[src/rtl/sia_pkg.sv]
// Shared definitions for the SIA serial blocks.
// Holds the receive engine state encoding and the common frame/baud constants.
// No ports: imported by sia_rxq (and the transmit side) with import sia_pkg::*.
package sia_pkg;

    typedef enum logic [1:0] {
        ST_IDLE   = 2'd0,
        ST_START  = 2'd1,
        ST_DATA   = 2'd2,
        ST_WAITHI = 2'd3
    } rx_state_t;

    // 8 data bits, no parity, 1 stop bit: start + 8 + stop.
    localparam logic [4:0] SIA_BITS_8N1 = 5'd10;

    // Bit period minus one for 1 Mbps from a 50 MHz clock.
    localparam int unsigned SIA_BAUD_1M_AT_50M = 49;

endpackage

[src/rtl/sia_fifo.sv]
// Show-ahead FIFO shared by the SIA transmit and receive queues.
// Ports: clk/rst (async active-high), push/wdata write port, pop read strobe,
//        rdata head word (zero when empty), full/empty status flags.
module sia_fifo #(
    parameter int WIDTH      = 12,
    parameter int DEPTH_BITS = 2
) (
    input  logic             clk,
    input  logic             rst,
    input  logic             push,
    input  logic [WIDTH-1:0] wdata,
    input  logic             pop,
    output logic [WIDTH-1:0] rdata,
    output logic             full,
    output logic             empty
);

    localparam int DEPTH = 1 << DEPTH_BITS;

    logic [WIDTH-1:0]      mem [DEPTH];
    logic [DEPTH_BITS-1:0] wr_ptr;
    logic [DEPTH_BITS-1:0] rd_ptr;
    logic [DEPTH_BITS:0]   count;
    logic                  do_push;
    logic                  do_pop;

    assign empty = (count == '0);
    // count never exceeds DEPTH, so its top bit alone marks full.
    assign full  = count[DEPTH_BITS];

    // A pop on an empty FIFO is dropped; a push into a full FIFO is
    // accepted only when a pop frees the head slot on the same edge.
    assign do_pop  = pop & ~empty;
    assign do_push = push & (~full | do_pop);

    always_ff @(posedge clk or posedge rst) begin
        if (rst) begin
            wr_ptr <= '0;
            rd_ptr <= '0;
            count  <= '0;
        end else begin
            if (do_push) wr_ptr <= wr_ptr + DEPTH_BITS'(1);
            if (do_pop)  rd_ptr <= rd_ptr + DEPTH_BITS'(1);
            case ({do_push, do_pop})
                2'b10:   count <= count + (DEPTH_BITS+1)'(1);
                2'b01:   count <= count - (DEPTH_BITS+1)'(1);
                default: count <= count;
            endcase
        end
    end

    always_ff @(posedge clk) begin
        if (do_push) mem[wr_ptr] <= wdata;
    end

    // Storage is not reset, so the head is masked while empty.
    assign rdata = empty ? '0 : mem[rd_ptr];

endmodule

[src/rtl/sia_rxq.sv]
// SIA receive queue: oversamples rxd_i, validates start bits, assembles frames
// LSB-first into words and buffers them in a show-ahead FIFO.
// Ports: clk_i/reset_i (async active-high); rxd_i serial in; bits_i/baud_i frame
//        config latched per frame; pop_i/ovr_clr_i from the register block;
//        dat_o/not_empty_o/full_o FIFO head and status; idle_o, overrun_o, ferr_o.
// Optional macro SIA_RXQ_SYNC_EN: adds a two-flop synchronizer on rxd_i.
module sia_rxq
    import sia_pkg::*;
#(
    parameter int SHIFT_REG_WIDTH = 12,
    parameter int BAUD_RATE_WIDTH = 32,
    parameter int DEPTH_BITS      = 2
) (
    input  logic                       clk_i,
    input  logic                       reset_i,
    input  logic                       rxd_i,
    input  logic [4:0]                 bits_i,
    input  logic [BAUD_RATE_WIDTH-1:0] baud_i,
    input  logic                       pop_i,
    input  logic                       ovr_clr_i,
    output logic [SHIFT_REG_WIDTH-1:0] dat_o,
    output logic                       not_empty_o,
    output logic                       full_o,
    output logic                       idle_o,
    output logic                       overrun_o,
    output logic                       ferr_o
);

    logic rxd;

`ifdef SIA_RXQ_SYNC_EN
    // Reset to the idle-high line level so reset release never looks like a start.
    logic [1:0] sync_q;
    always_ff @(posedge clk_i or posedge reset_i) begin
        if (reset_i) sync_q <= 2'b11;
        else         sync_q <= {sync_q[0], rxd_i};
    end
    assign rxd = sync_q[1];
`else
    assign rxd = rxd_i;
`endif

    rx_state_t                  state_q, state_d;
    logic [BAUD_RATE_WIDTH-1:0] cnt_q,   cnt_d;
    logic [BAUD_RATE_WIDTH-1:0] baud_q,  baud_d;
    logic [4:0]                 bits_q,  bits_d;
    logic [4:0]                 idx_q,   idx_d;
    logic [SHIFT_REG_WIDTH-1:0] sreg_q,  sreg_d;
    logic                       done_q,  done_d;   // final sample taken last edge
    logic                       last_q,  last_d;   // most recent sampled bit
    logic                       push_q,  push_d;
    logic                       ferr_d;
    logic                       sample;
    logic                       fifo_full;
    logic                       fifo_empty;

    assign sample = (cnt_q == '0);

    always_ff @(posedge clk_i or posedge reset_i) begin
        if (reset_i) begin
            state_q <= ST_IDLE;
            cnt_q   <= '0;
            baud_q  <= '0;
            bits_q  <= 5'd1;
            idx_q   <= '0;
            sreg_q  <= '0;
            done_q  <= 1'b0;
            last_q  <= 1'b1;
            push_q  <= 1'b0;
            ferr_o  <= 1'b0;
        end else begin
            state_q <= state_d;
            cnt_q   <= cnt_d;
            baud_q  <= baud_d;
            bits_q  <= bits_d;
            idx_q   <= idx_d;
            sreg_q  <= sreg_d;
            done_q  <= done_d;
            last_q  <= last_d;
            push_q  <= push_d;
            ferr_o  <= ferr_d;
        end
    end

    always_comb begin
        state_d = state_q;
        cnt_d   = cnt_q;
        baud_d  = baud_q;
        bits_d  = bits_q;
        idx_d   = idx_q;
        sreg_d  = sreg_q;
        done_d  = 1'b0;
        last_d  = last_q;
        push_d  = 1'b0;
        ferr_d  = 1'b0;

        case (state_q)
            ST_IDLE: begin
                if (!rxd) begin
                    state_d = ST_START;
                    bits_d  = (bits_i <= 5'd1) ? 5'd1 : bits_i;
                    baud_d  = baud_i;
                    // Countdown reaches zero (baud>>1)+1 edges later: mid start bit.
                    cnt_d   = baud_i >> 1;
                    sreg_d  = '0;
                    idx_d   = '0;
                end
            end

            ST_START: begin
                if (sample) begin
                    if (rxd) begin
                        state_d = ST_IDLE;            // glitch, not a start bit
                    end else begin
                        state_d = ST_DATA;
                        idx_d   = 5'd1;               // bit 0 already cleared
                        last_d  = 1'b0;
                        cnt_d   = baud_q;
                        done_d  = (bits_q == 5'd1);   // single-bit frame ends here
                    end
                end else begin
                    cnt_d = cnt_q - BAUD_RATE_WIDTH'(1);
                end
            end

            ST_DATA: begin
                if (done_q) begin
                    // Hand the word to the FIFO; a low final bit is a framing error
                    // and the line must return high before the next start.
                    push_d  = 1'b1;
                    ferr_d  = ~last_q;
                    state_d = last_q ? ST_IDLE : ST_WAITHI;
                end else if (sample) begin
                    for (int i = 0; i < SHIFT_REG_WIDTH; i++) begin
                        if (int'(idx_q) == i) sreg_d[i] = rxd;
                    end
                    idx_d  = idx_q + 5'd1;
                    last_d = rxd;
                    cnt_d  = baud_q;
                    done_d = (idx_d == bits_q);
                end else begin
                    cnt_d = cnt_q - BAUD_RATE_WIDTH'(1);
                end
            end

            ST_WAITHI: begin
                if (rxd) state_d = ST_IDLE;
            end

            default: state_d = ST_IDLE;
        endcase
    end

    // sreg_q is stable through the push cycle: a new start can only clear it
    // on the same edge that the FIFO captures it.
    sia_fifo #(
        .WIDTH      (SHIFT_REG_WIDTH),
        .DEPTH_BITS (DEPTH_BITS)
    ) u_fifo (
        .clk   (clk_i),
        .rst   (reset_i),
        .push  (push_q),
        .wdata (sreg_q),
        .pop   (pop_i),
        .rdata (dat_o),
        .full  (fifo_full),
        .empty (fifo_empty)
    );

    assign not_empty_o = ~fifo_empty;
    assign full_o      = fifo_full;
    assign idle_o      = (state_q == ST_IDLE);

    // A simultaneous pop makes room, so only an unmatched push into a full FIFO drops.
    always_ff @(posedge clk_i or posedge reset_i) begin
        if (reset_i)                         overrun_o <= 1'b0;
        else if (push_q && fifo_full && !pop_i) overrun_o <= 1'b1;
        else if (ovr_clr_i)                  overrun_o <= 1'b0;
    end

endmodule
[config.mk]
export PLATFORM = sky130hd
export DESIGN_NAME = sia_rxq
export DESIGN_NICKNAME = d
export VERILOG_FILES = /design/src/rtl/sia_pkg.sv /design/src/rtl/sia_fifo.sv /design/src/rtl/sia_rxq.sv
export SDC_FILE = /design/constraint.sdc
export NUM_CORES = 1
export LEC_CHECK = 0
export BUFFER_PORTS_ARGS = -buffer_cell sky130_fd_sc_hd__buf_2
export CAP_MARGIN = 10
export CORE_MARGIN = 3
export CORE_UTILIZATION = 40
export CTS_CLUSTER_SIZE = 16
export DETAILED_ROUTE_END_ITERATION = 8
export PLACE_DENSITY = 0.58
export SLEW_MARGIN = 25
export SYNTH_ARGS = -nofsm -noshare
export SYNTH_HDL_FRONTEND = slang
export SYNTH_SLANG_ARGS = --single-unit
[constraint.sdc]
create_clock -name clk_i -period 4.8 [get_ports clk_i]
set_input_delay 0.72 -clock clk_i [delete_from_list [all_inputs] [get_ports clk_i]]
set_output_delay 0.72 -clock clk_i [all_outputs]
set_load 0.01 [all_outputs]
==> key figures, run 1 <==
STA
  • Number of failing hold endpoints at the final stage: 0
  • Slew Viols, Final: 0
  • Slew Limit Headroom: 43.0%
  • Setup TNS: 0 ns
  • Final setup fails: 0
  • Fin crit share: 68.6%
  • Worst-margin pin slew: 0.855 ns
  • Post-layout min period: 3.29 ns
  • Clk_skew: 0.00669 ns
  • Fmax achieved: about 300 MHz
  • RSZ-0062 raised after global routing: false

Yosys
  • Synth cell types: 64
  • Mapped Cells: 688
  • Number of enable flip-flop cells after synthesis: 48
  • FF+latch count, synth: 148
  • Syn Std Cell Area: roughly 0.0075 mm2
  • Net Count, Synth: 747
  • Syn. warnings: 0
  • Synth Area per Inst: between 10 and 15 um2
  • Register area share after synthesis: 52.3%
  • Ys async rst share: 67.6%
  • Top FF cell, synth: dfrtp_1

Drt
  • Residual DRC: 0
  • Number of DRC markers in iteration 0: 412
  • Routed WL per cell: 17.8 um
  • DR vias/cell: roughly 5.6
  • Post-DRT Antenna Nets: 0
  • DRT Pass-1 Iters: 4
  • WL final: ~17000 um
  • Via count: 5479

GRT
  • GRT overflow: 0
  • Pin count of the biggest net entering global routing: 69
  • Initial antenna violation count: 0
  • Global-route wire length before repair: 29300 um
  • Tot GR Track Use: 17.8%
  • Via count of the first global-routing pass: 5635

Worst hold path
  • WHS Endpoint: overrun_o
  • HP Start: ovr_clr_i
  • Hold path cells: 2
  • Worst hold-check path type: primary input to flip-flop

Die
  • Die width: between 100 and 150 um
  • Floorplan Core Area: 0.0183 mm2
  • Row cnt: 49
  • # IOs: a little under 60
  • Initial core utilization: 41.3%
  • Die Area: 0.0205 mm2
  • Die height: 143 um

Critical path
  • Reg2reg end: cnt_q[28]
  • Flop2flop setup slack: 1.51 ns
  • Critical path arrival: 3.61 ns
  • Worst EP required: 5.11 ns
  • Critical path peak fanout: 30
  • Crit end category: flip-flop
  • Reg2Reg Launch Point: cnt_q[0]
  • Crit path launch type: flip-flop
  • Reg2reg path depth: 9
  • Crit path kind: flip-flop to flip-flop

Power
  • Logic pwr share: 36.2%
  • PD cells: 592 mW/mm2
  • VDD IR-drop max: 289 uV
  • Proportion of power drawn by flip-flops and latches: about 39%
  • Sw Share: a little under two fifths
  • Pint: 3.21 mW
  • Net Sw Power: between 1.5 and 2 mW
  • P_leak: 3.40 nW
  • Clk network pwr share: 24.6%

Clocking
  • Total CTS buffers: 17
  • CTS clk-pin slew, worst paths: 0.06 ns
  • CTS tree: yes
  • Hold-fix buffers at CTS: 0
  • H-tree Lvls: 4
  • Setup bufs post-CTS: 0
  • Clk sink count: 148
  • Clk root buf: clkbuf_16
  • Post-CTS resize count: 0
  • Skew-Pair Late Insertion Delay: approximately 0.42 ns
  • Clk buf depth: 2

Layout
  • Fillers: 1672
  • Most common cell after layout, fill and taps aside: dfrtp_1
  • Cell Count, Final, Fillers Out: 975
  • Number of nets in the layout: 792
  • Most frequent cells in the layout: 98 x dfrtp_1, 58 x buf_2, 52 x a21oi_1
  • Area delta synth->final: 14.0%
  • Share of cells above drive strength 1: 21.2%
  • Antenna fix cells: 0

Status
  • Status: finished clean

Placement
  • Port Buffers: between 50 and 60
  • DP HPWL: 12000 um
  • Placed cell count: approximately 940
  • Gpl congestion: 0.804

Flow run
  • Max-cap viol count: 0
-- worst max-delay path, cell delays in order, from the launching register on --
cell and delay [ns]:
dfrtp_1 0.41, inv_1 0.13, ha_1 0.15, or4b_1 0.46, or3_4 0.42, or3_1 0.70
o21ai_2 0.24, buf_4 0.35, a21oi_1 0.08, o22a_1 0.22
-- registers in the layout, summed over array words and instances (netlist names) --
| signal | cells |
|---|---|
| last_q | 1 |
| overrun_o | 1 |
| state_q | 2 |
| u_fifo.mem | 48 |
| u_fifo.wr_ptr | 2 |
| cnt_q | 32 |
| done_q | 1 |
| bits_q | 5 |
| u_fifo.rd_ptr | 2 |
| sreg_q | 12 |
| push_q | 1 |
| ferr_o | 1 |
| baud_q | 32 |
| idx_q | 5 |
| u_fifo.count | 3 |
-- power by group through the flow --
stage	registers [mW]	clock network (mW)	logic [mW]
after CTS	2.00	1.28	1.85
after global routing	2.06	1.34	2.05
final	1.99	1.25	1.84
after detailed placement	2.02	0	1.84
after floorplan	1.87	0	1.47
after global placement	2.01	0	1.77
-- layout make-up --
cell class                 count  area, um2  share of cell area [%]
inverter                      19       73.8                   0.858
tap                          229        287                    3.33
clock inverter                12        106                    1.24
timing repair buffer          67        373                    4.34
sequential                   148       3950                    45.9
clock buffer                  20        447                    5.19
multi-input combinational    480       3370                    39.2
-- metal layers --
metal	routed length [um]	up-vias	global-route usage, %
met5	0	-	0
met4	330	0	6.05
met3	587	24	3.33
met2	8860	118	30.7
met1	7610	2701	22.8
li1	-	2636	-
-- synthesized netlist by cell type (all sizes together), types with 4 or more instances --
cell type	n	area (um2)
a31oi	9	56.3
nand4	4	25.0
o21ai	42	214
xor2	14	123
dfrtp	98	2450
or4	4	30.0
nor4	11	68.8
inv	19	71.3
nor2b	8	50.1
mux2	38	428
a21oi	52	260
xnor2	11	96.3
o211ai	17	133
and3	8	50.1
nor2	46	173
edfxtp	48	1440
nand2	48	180
o31a	9	78.8
ha	16	200
and2	15	93.8
nor3	22	110
mux4	12	270
buf	13	73.8
nand2b	11	68.8
or2	4	25.0
clkbuf	28	105
or3	9	61.3
nand3	17	85.1
-- how the worst max path moves through the flow --
stage                   from         to
detailed placement  cnt_q[0]  cnt_q[28]
floorplan            reset_i  baud_q[0]
global route        cnt_q[0]  cnt_q[28]
CTS                 cnt_q[0]  cnt_q[28]
finish              cnt_q[0]  cnt_q[28]
global placement    cnt_q[0]  cnt_q[28]
-- cells by family after synthesis --
logic type / Yosys count / share of synthesized area, %
flops: 148 / 52.3
mux: 53 / 9.65
compound gates: 166 / 13.9
xor+xnor: 25 / 2.90
simple gates: 219 / 15.0
buf+inv: 60 / 3.32
fa+ha+maj: 17 / 2.92
-- per-stage QoR --
step	power [mW]	instance area, um2	hold slack, ns	utilization, %	setup WS, ns
6_report	5.09	8600	0.474	47.1	1.51
5_1_grt	5.45	8600	0.464	47.1	1.37
4_1_cts	5.13	8600	0.463	47.1	1.54
3_5_place_dp	3.86	8050	0.488	44.0	1.55
3_3_place_gp	3.78	8020	0.466	43.9	1.60
2_1_floorplan	3.34	7540	0.451	-	1.46
Power figures use the tool's default switching activity.
==> inputs of run 2 (changes only) <==
--- a/config.mk
+++ b/config.mk
@@ -11,7 +11,7 @@
 export CORE_UTILIZATION = 40
 export CTS_CLUSTER_SIZE = 16
 export DETAILED_ROUTE_END_ITERATION = 8
-export PLACE_DENSITY = 0.58
+export PLACE_DENSITY = 0.6
 export SLEW_MARGIN = 25
 export SYNTH_ARGS = -nofsm -noshare
 export SYNTH_HDL_FRONTEND = slang
==> constraint.sdc (replaced) <==
create_clock -name clk_i -period 2.8 [get_ports clk_i]
set_input_delay 0.42 -clock clk_i [delete_from_list [all_inputs] [get_ports clk_i]]
set_output_delay 0.42 -clock clk_i [all_outputs]
set_load 0.01 [all_outputs]
==> run 2 against run 1 <==
Final area increased by 3.8%. Final cell count rose by 3.1%. Critical path depth stayed put. Worst hold slack got worse by 0.32 ns. Fmax rose by 19%. Worst setup slack got worse by 1.5 ns. Flip-flop and latch count unchanged. Register-to-register slack lost 1.5 ns. First-iteration DRC count grew 17%. Clock-buffer cell count decreased by 1. Critical endpoint is now sreg_q[7].
==> key figures, run 2 (synthesis gave the netlist of run 1 again) <==
Placement
  • Port Buffers: 58 (unchanged)
  • Gpl congestion: 0.901 (+12%)
  • Dpl cell area: 0.00830 mm2 (+3.1%)
  • DP HPWL: 12800 um (+6.7%)
  • Setup WS pre-CTS: -0.0462 ns (-1.59 ns)

Critical path
  • Reg2reg path depth: 9 (unchanged)
  • Critical path arrival: 3.08 ns (-0.53 ns)
  • Crit end category: flip-flop
  • Critical path peak fanout: 9 (-70%)
  • Flop2flop setup slack: 0.02 ns (-1.48 ns)
  • Reg2reg end: sreg_q[7]
  • Crit path launch type: flip-flop
  • Reg2Reg Launch Point: cnt_q[0]
  • Worst EP required: 3.10 ns (-2.01 ns)
  • Crit path kind: flip-flop to flip-flop

Layout
  • Max reg flops: 48 (unchanged)
  • Most flops, register: u_fifo.mem
  • Most frequent cells in the layout: 98 x dfrtp_1, 58 x buf_2, 52 x a21oi_1
  • Post-route cell area: 0.00893 mm2 (+3.8%)
  • Fillers: 1664 (-0.48%)
  • Register area: 0.00395 mm2 (unchanged)
  • Number of nets in the layout: 822 (+3.8%)
  • Share of cells above drive strength 1: 24.9% (+3.7 points)
  • Top Registers: u_fifo.mem (48), baud_q (32), cnt_q (32)
  • Antenna fix cells: 0 (unchanged)
  • Multi-input logic area: 0.00338 mm2 (+0.52%)
  • Most common cell after layout, fill and taps aside: dfrtp_1
  • Area delta synth->final: 18.3%

GRT
  • GRT overflow: 0 (unchanged)
  • Pin count of the biggest net entering global routing: 101 (+46%)
  • Tot GR Track Use: 18.6% (+0.76 points)
  • Global-route wire length before repair: 30000 um (+2.3%)
  • Via count of the first global-routing pass: 5699 (+1.1%)
  • Initial antenna violation count: 0 (unchanged)

STA
  • Slew Viols, Final: 0 (unchanged)
  • Worst-margin pin slew: 0.748 ns (-0.107 ns)
  • Hold Slack: 0.154 ns (-0.320 ns)
  • Fmax achieved: 360 MHz (+19%)
  • Number of failing hold endpoints at the final stage: 0 (unchanged)
  • Worst setup margin: 0.0209 ns (-1.48 ns)
  • Post-layout min period: 2.78 ns (-0.516 ns)
  • Slew Limit Headroom: 49.8% (+6.8 points)
  • Final setup fails: 0 (unchanged)
  • Fin crit share: 99.3% (+31 points)
  • RSZ-0062 raised after global routing: true
  • Clk_skew: 0.0123 ns (+0.00560 ns)

Drt
  • WL final: 18300 um (+5.0%)
  • DRT Pass-1 Iters: 5 (+1)
  • Number of DRC markers in iteration 0: 483 (+17%)
  • Residual DRC: 0 (unchanged)
  • Routed WL per cell: 18.2 um (+1.9%)
  • Post-DRT Antenna Nets: 0 (unchanged)
  • DR vias/cell: 5.64 (+0.29%)
  • Via count: 5664 (+3.4%)

Die
  • Floorplan Core Area: 0.0183 mm2 (unchanged)
  • Die Area: 0.0205 mm2 (unchanged)
  • # IOs: 59 (unchanged)
  • Die height: 143 um (unchanged)
  • Row cnt: 49 (unchanged)
  • Initial core utilization: 41.3% (unchanged)
  • Die width: 143 um (unchanged)

Clocking
  • CTS clk-pin slew, worst paths: 0.06 ns (about the same)
  • H-tree Lvls: 4 (unchanged)
  • Clk root buf: clkbuf_16
  • Setup bufs post-CTS: 0 (unchanged)
  • Clk buf depth: 2 (unchanged)
  • Clk sink count: 148 (unchanged)
  • CTS tree: yes
  • Total CTS buffers: 17 (unchanged)
  • Skew-Pair Late Insertion Delay: 0.43 ns (about the same)

Power
  • P_leak: 3.59 nW (+5.5%)
  • PD cells: 1040 mW/mm2 (+76%)
  • VDD IR-drop max: 654 uV (+130%)

Worst hold path
  • Worst hold-check path type: primary input to asynchronous set/reset pin

Status
  • Status: finished clean

Flow run
  • Max-cap viol count: 0 (unchanged)
## run 2: changes by cell type in the layout (fill, tap and decap cells not counted), moves of 2 or more
cell,previous run,this run
buf_4,7,36
o21ai_0,31,27
o21ai_1,10,14
buf_12,0,3
bufinv_16,1,4
buf_8,2,0
clkinvlp_4,2,4
## run 2: cell type report
type / count / share of cell area, %
flip-flops and latches: 148 / 44.2
repair buffers: 97 / 6.95
inverters: 19 / 0.841
clock buffers: 19 / 4.85
multi-input cells: 480 / 37.9
clock inverters: 13 / 2.05
well taps: 229 / 3.21
## run 2: critical path: stages (launching register included)
cell and delay [ns]:
dfrtp_1 0.38, inv_1 0.08, ha_1 0.13, or4b_4 0.46, or3_4 0.41, or3_4 0.44
buf_4 0.19, o31a_1 0.29, o21ai_0 0.19, o21ai_1 0.09
## run 2: how the worst max path moves through the flow
stage | from | end | slack [ns] | cells past startpoint
global placement | cnt_q[1] | cnt_q[21] | 0.05 | 9
detailed placement | cnt_q[1] | sreg_q[6] | -0.05 | 9
CTS | cnt_q[1] | sreg_q[6] | 0.009 | 9
floorplan | cnt_q[0] | sreg_q[0] | 0.12 | 10
finish | cnt_q[0] | sreg_q[7] | 0.02 | 9
global route | cnt_q[0] | sreg_q[6] | -0.02 | 9
## run 2: repair_timing
item / in CTS / in global routing
cloned: 0 / 0
gates resized for setup: 1 / 8
hold buffers: 0 / 0
setup endpoints to repair: 5 / 40
pin swaps: 0 / 2
## run 2: per-stage QoR
step	util (%)	TNS, ns	std cells	power [mW]
after floorplan	-	0	688	5.72
after global placement	45.4	0	973	6.78
after detailed placement	45.4	-0.0619	973	6.89
after CTS	48.8	0	1005	9.32
after global routing	48.9	-0.0740	1005	9.89
final	48.9	0	1005	9.28
## run 2: power by group
part           leakage (nW)  internal [mW]  switching (mW)
clock network         0.291           1.49           0.908
logic                  1.64           1.65            1.90
registers              1.65           2.81           0.525
## run 2: metal layers
layer  up-vias  routed length [um]  GRT usage [%]  part of all wire [%]
li1       2696                   -              -                     -
met1      2808                7960           23.1                    44
met2       137                9370           32.7                    51
met3        23                 653           4.33                   3.6
met4         0                 281           5.10                   1.5
met5         -                   0              0                     0
==> inputs of run 3 (changes only) <==
--- a/config.mk
+++ b/config.mk
@@ -7,11 +7,10 @@
 export LEC_CHECK = 0
 export BUFFER_PORTS_ARGS = -buffer_cell sky130_fd_sc_hd__buf_2
 export CAP_MARGIN = 10
-export CORE_MARGIN = 3
-export CORE_UTILIZATION = 40
+export CORE_UTILIZATION = 52
 export CTS_CLUSTER_SIZE = 16
 export DETAILED_ROUTE_END_ITERATION = 8
-export PLACE_DENSITY = 0.6
+export PLACE_DENSITY = 0.74
 export SLEW_MARGIN = 25
 export SYNTH_ARGS = -nofsm -noshare
 export SYNTH_HDL_FRONTEND = slang
==> run 3 against run 2 <==
Critical endpoint is now sreg_q[1]. Flip-flop and latch count stayed put. Global-route usage up 6.8 points. Critical path type unchanged. Final cell count down 4.7%. Worst hold slack got worse by 0.088 ns.
==> key figures, run 3 (synthesis gave the netlist of run 1 again) <==
Status
  • Status: finished clean

Layout
  • Max reg flops: 48 (unchanged)
  • Area delta synth->final: 18.1%
  • Most common cell after layout, fill and taps aside: dfrtp_1
  • Number of nets in the layout: 824 (+0.24%)
  • Cell Count, Final, Fillers Out: 958 (-4.7%)
  • Post-route cell area: 0.00891 mm2 (-0.17%)
  • Most frequent cells in the layout: 98 x dfrtp_1, 58 x buf_2, 52 x a21oi_1
  • Final core occ: 63.5% (+15 points)
  • Fillers: 1100 (-34%)
  • Top Registers: u_fifo.mem (48), baud_q (32), cnt_q (32)
  • Most flops, register: u_fifo.mem
  • Share of cells above drive strength 1: 25.6% (+0.74 points)

Placement
  • Dpl cell area: 0.00825 mm2 (-0.53%)
  • Placed cell count: 923 (-5.1%)
  • Gpl congestion: 0.939 (+4.3%)
  • Setup WS pre-CTS: -0.0379 ns (+0.00825 ns)
  • Port Buffers: 58 (unchanged)
  • DP HPWL: 12200 um (-4.5%)

Clocking
  • Total CTS buffers: 17 (unchanged)
  • Skew-Pair Late Insertion Delay: 0.43 ns (about the same)
  • Hold-fix buffers at CTS: 0 (unchanged)
  • CTS clk-pin slew, worst paths: 0.06 ns (about the same)
  • Clk buf depth: 2 (unchanged)
  • CTS tree: yes
  • Clk root buf: clkbuf_16
  • H-tree Lvls: 4 (unchanged)
  • Clk sink count: 148 (unchanged)

Drt
  • WL final: 17700 um (-3.2%)
  • Routed WL per cell: 18.4 um (+1.5%)
  • DR vias/cell: 6.08 (+8.0%)
  • Post-DRT Antenna Nets: 0 (unchanged)
  • Residual DRC: 0 (unchanged)
  • Via count: 5829 (+2.9%)
  • DRT Pass-1 Iters: 6 (+1)
  • Number of DRC markers in iteration 0: 492 (+1.9%)

Power
  • VDD IR-drop max: 539 uV (-18%)
  • Total power: 9.19 mW (-0.93%)
  • P_leak: 3.59 nW (+0.27%)
  • PD cells: 1030 mW/mm2 (-0.77%)

Die
  • Initial core utilization: 53.7% (+12 points)
  • Die height: 122 um (-15%)
  • Die Area: 0.0150 mm2 (-27%)
  • Row cnt: 43 (-12%)
  • # IOs: 59 (unchanged)
  • Floorplan Core Area: 0.0140 mm2 (-23%)
  • Die width: 122 um (-15%)

GRT
  • Initial antenna violation count: 1 (+1)
  • Global-route wire length before repair: 28900 um (-3.5%)
  • Via count of the first global-routing pass: 5811 (+2.0%)
  • Pin count of the biggest net entering global routing: 62 (-39%)
  • GRT overflow: 0 (unchanged)
  • Tot GR Track Use: 25.4% (+6.8 points)

Critical path
  • Reg2reg path depth: 9 (unchanged)
  • Worst EP required: 3.11 ns (about the same)
  • Crit path kind: flip-flop to flip-flop
  • Crit end category: flip-flop
  • Reg2Reg Launch Point: cnt_q[1]
  • Crit path launch type: flip-flop
  • Flop2flop setup slack: 0.09 ns (+0.07 ns)
  • Reg2reg end: sreg_q[1]
  • Critical path peak fanout: 8 (-1)
  • Critical path arrival: 3.02 ns (-0.06 ns)

STA
  • Slew Limit Headroom: 55.2% (+5.4 points)
  • Worst setup margin: 0.0862 ns (+0.0652 ns)
  • Final setup fails: 0 (unchanged)
  • Setup TNS: 0 ns (unchanged)
  • Fin crit share: 96.9% (-2.3 points)
  • Clk_skew: 0.0127 ns (+0.000388 ns)
  • Slew Viols, Final: 0 (unchanged)
  • Worst-margin pin slew: 0.670 ns (-0.0780 ns)
  • Hold Slack: 0.0664 ns (-0.0881 ns)
  • Fmax achieved: 368 MHz (+2.4%)
  • RSZ-0062 raised after global routing: true
  • Number of failing hold endpoints at the final stage: 0 (unchanged)
  • Post-layout min period: 2.71 ns (-0.0652 ns)

Worst hold path
  • Worst hold-check path type: primary input to asynchronous set/reset pin

Flow run
  • Max-cap viol count: 0 (unchanged)
==> run 3: where the power goes <==
part           leakage, nW  total, mW  switching [mW]  internal (mW)
registers             1.65       3.35           0.547           2.81
clock network        0.278       2.25           0.874           1.38
logic                 1.66       3.59            1.90           1.69
==> run 3: layout make-up <==
type	instances	area (um2)	share of cell area, %
antenna	1	2.50	0.0281
clock buffer	18	429	4.81
clock inverter	13	141	1.59
inverter	19	75.1	0.842
multi-input combinational	480	3430	38.4
sequential	148	3950	44.3
tap	180	225	2.53
timing repair buffer	99	668	7.50
==> run 3: metal layers <==
metal | global-route usage, % | wire length (um) | share of wire [%]
met4 | 11.1 | 529 | 3.0
met1 | 31.6 | 7440 | 42
met2 | 42.2 | 8810 | 50
met3 | 5.81 | 894 | 5.1
met5 | 0 | 0 | 0
==> run 3: worst max-delay path, stage by stage (launching register included) <==
cell and delay, ns:
dfrtp_1 0.38, inv_2 0.08, ha_1 0.13, or4b_4 0.46, or3_4 0.40, or3_4 0.46, buf_4 0.18, o31a_1 0.30
o21ai_1 0.13, o21ai_1 0.07
==> run 3: worst max path at each step <==
stage | to | slack (ns) | start
after floorplan | sreg_q[0] | 0.12 | cnt_q[0]
after global placement | sreg_q[0] | 0.05 | cnt_q[1]
after detailed placement | sreg_q[4] | -0.04 | cnt_q[1]
after CTS | sreg_q[4] | 0.004 | cnt_q[1]
after global routing | sreg_q[0] | -0.02 | cnt_q[1]
final | sreg_q[1] | 0.09 | cnt_q[1]
==> run 3: timing repair <==
item / CTS / global route
cloned: 0 / 1
setup buffers: 1 / 1
gates resized for setup: 1 / 25
pin swaps: 1 / 2
setup endpoints to repair: 14 / 43
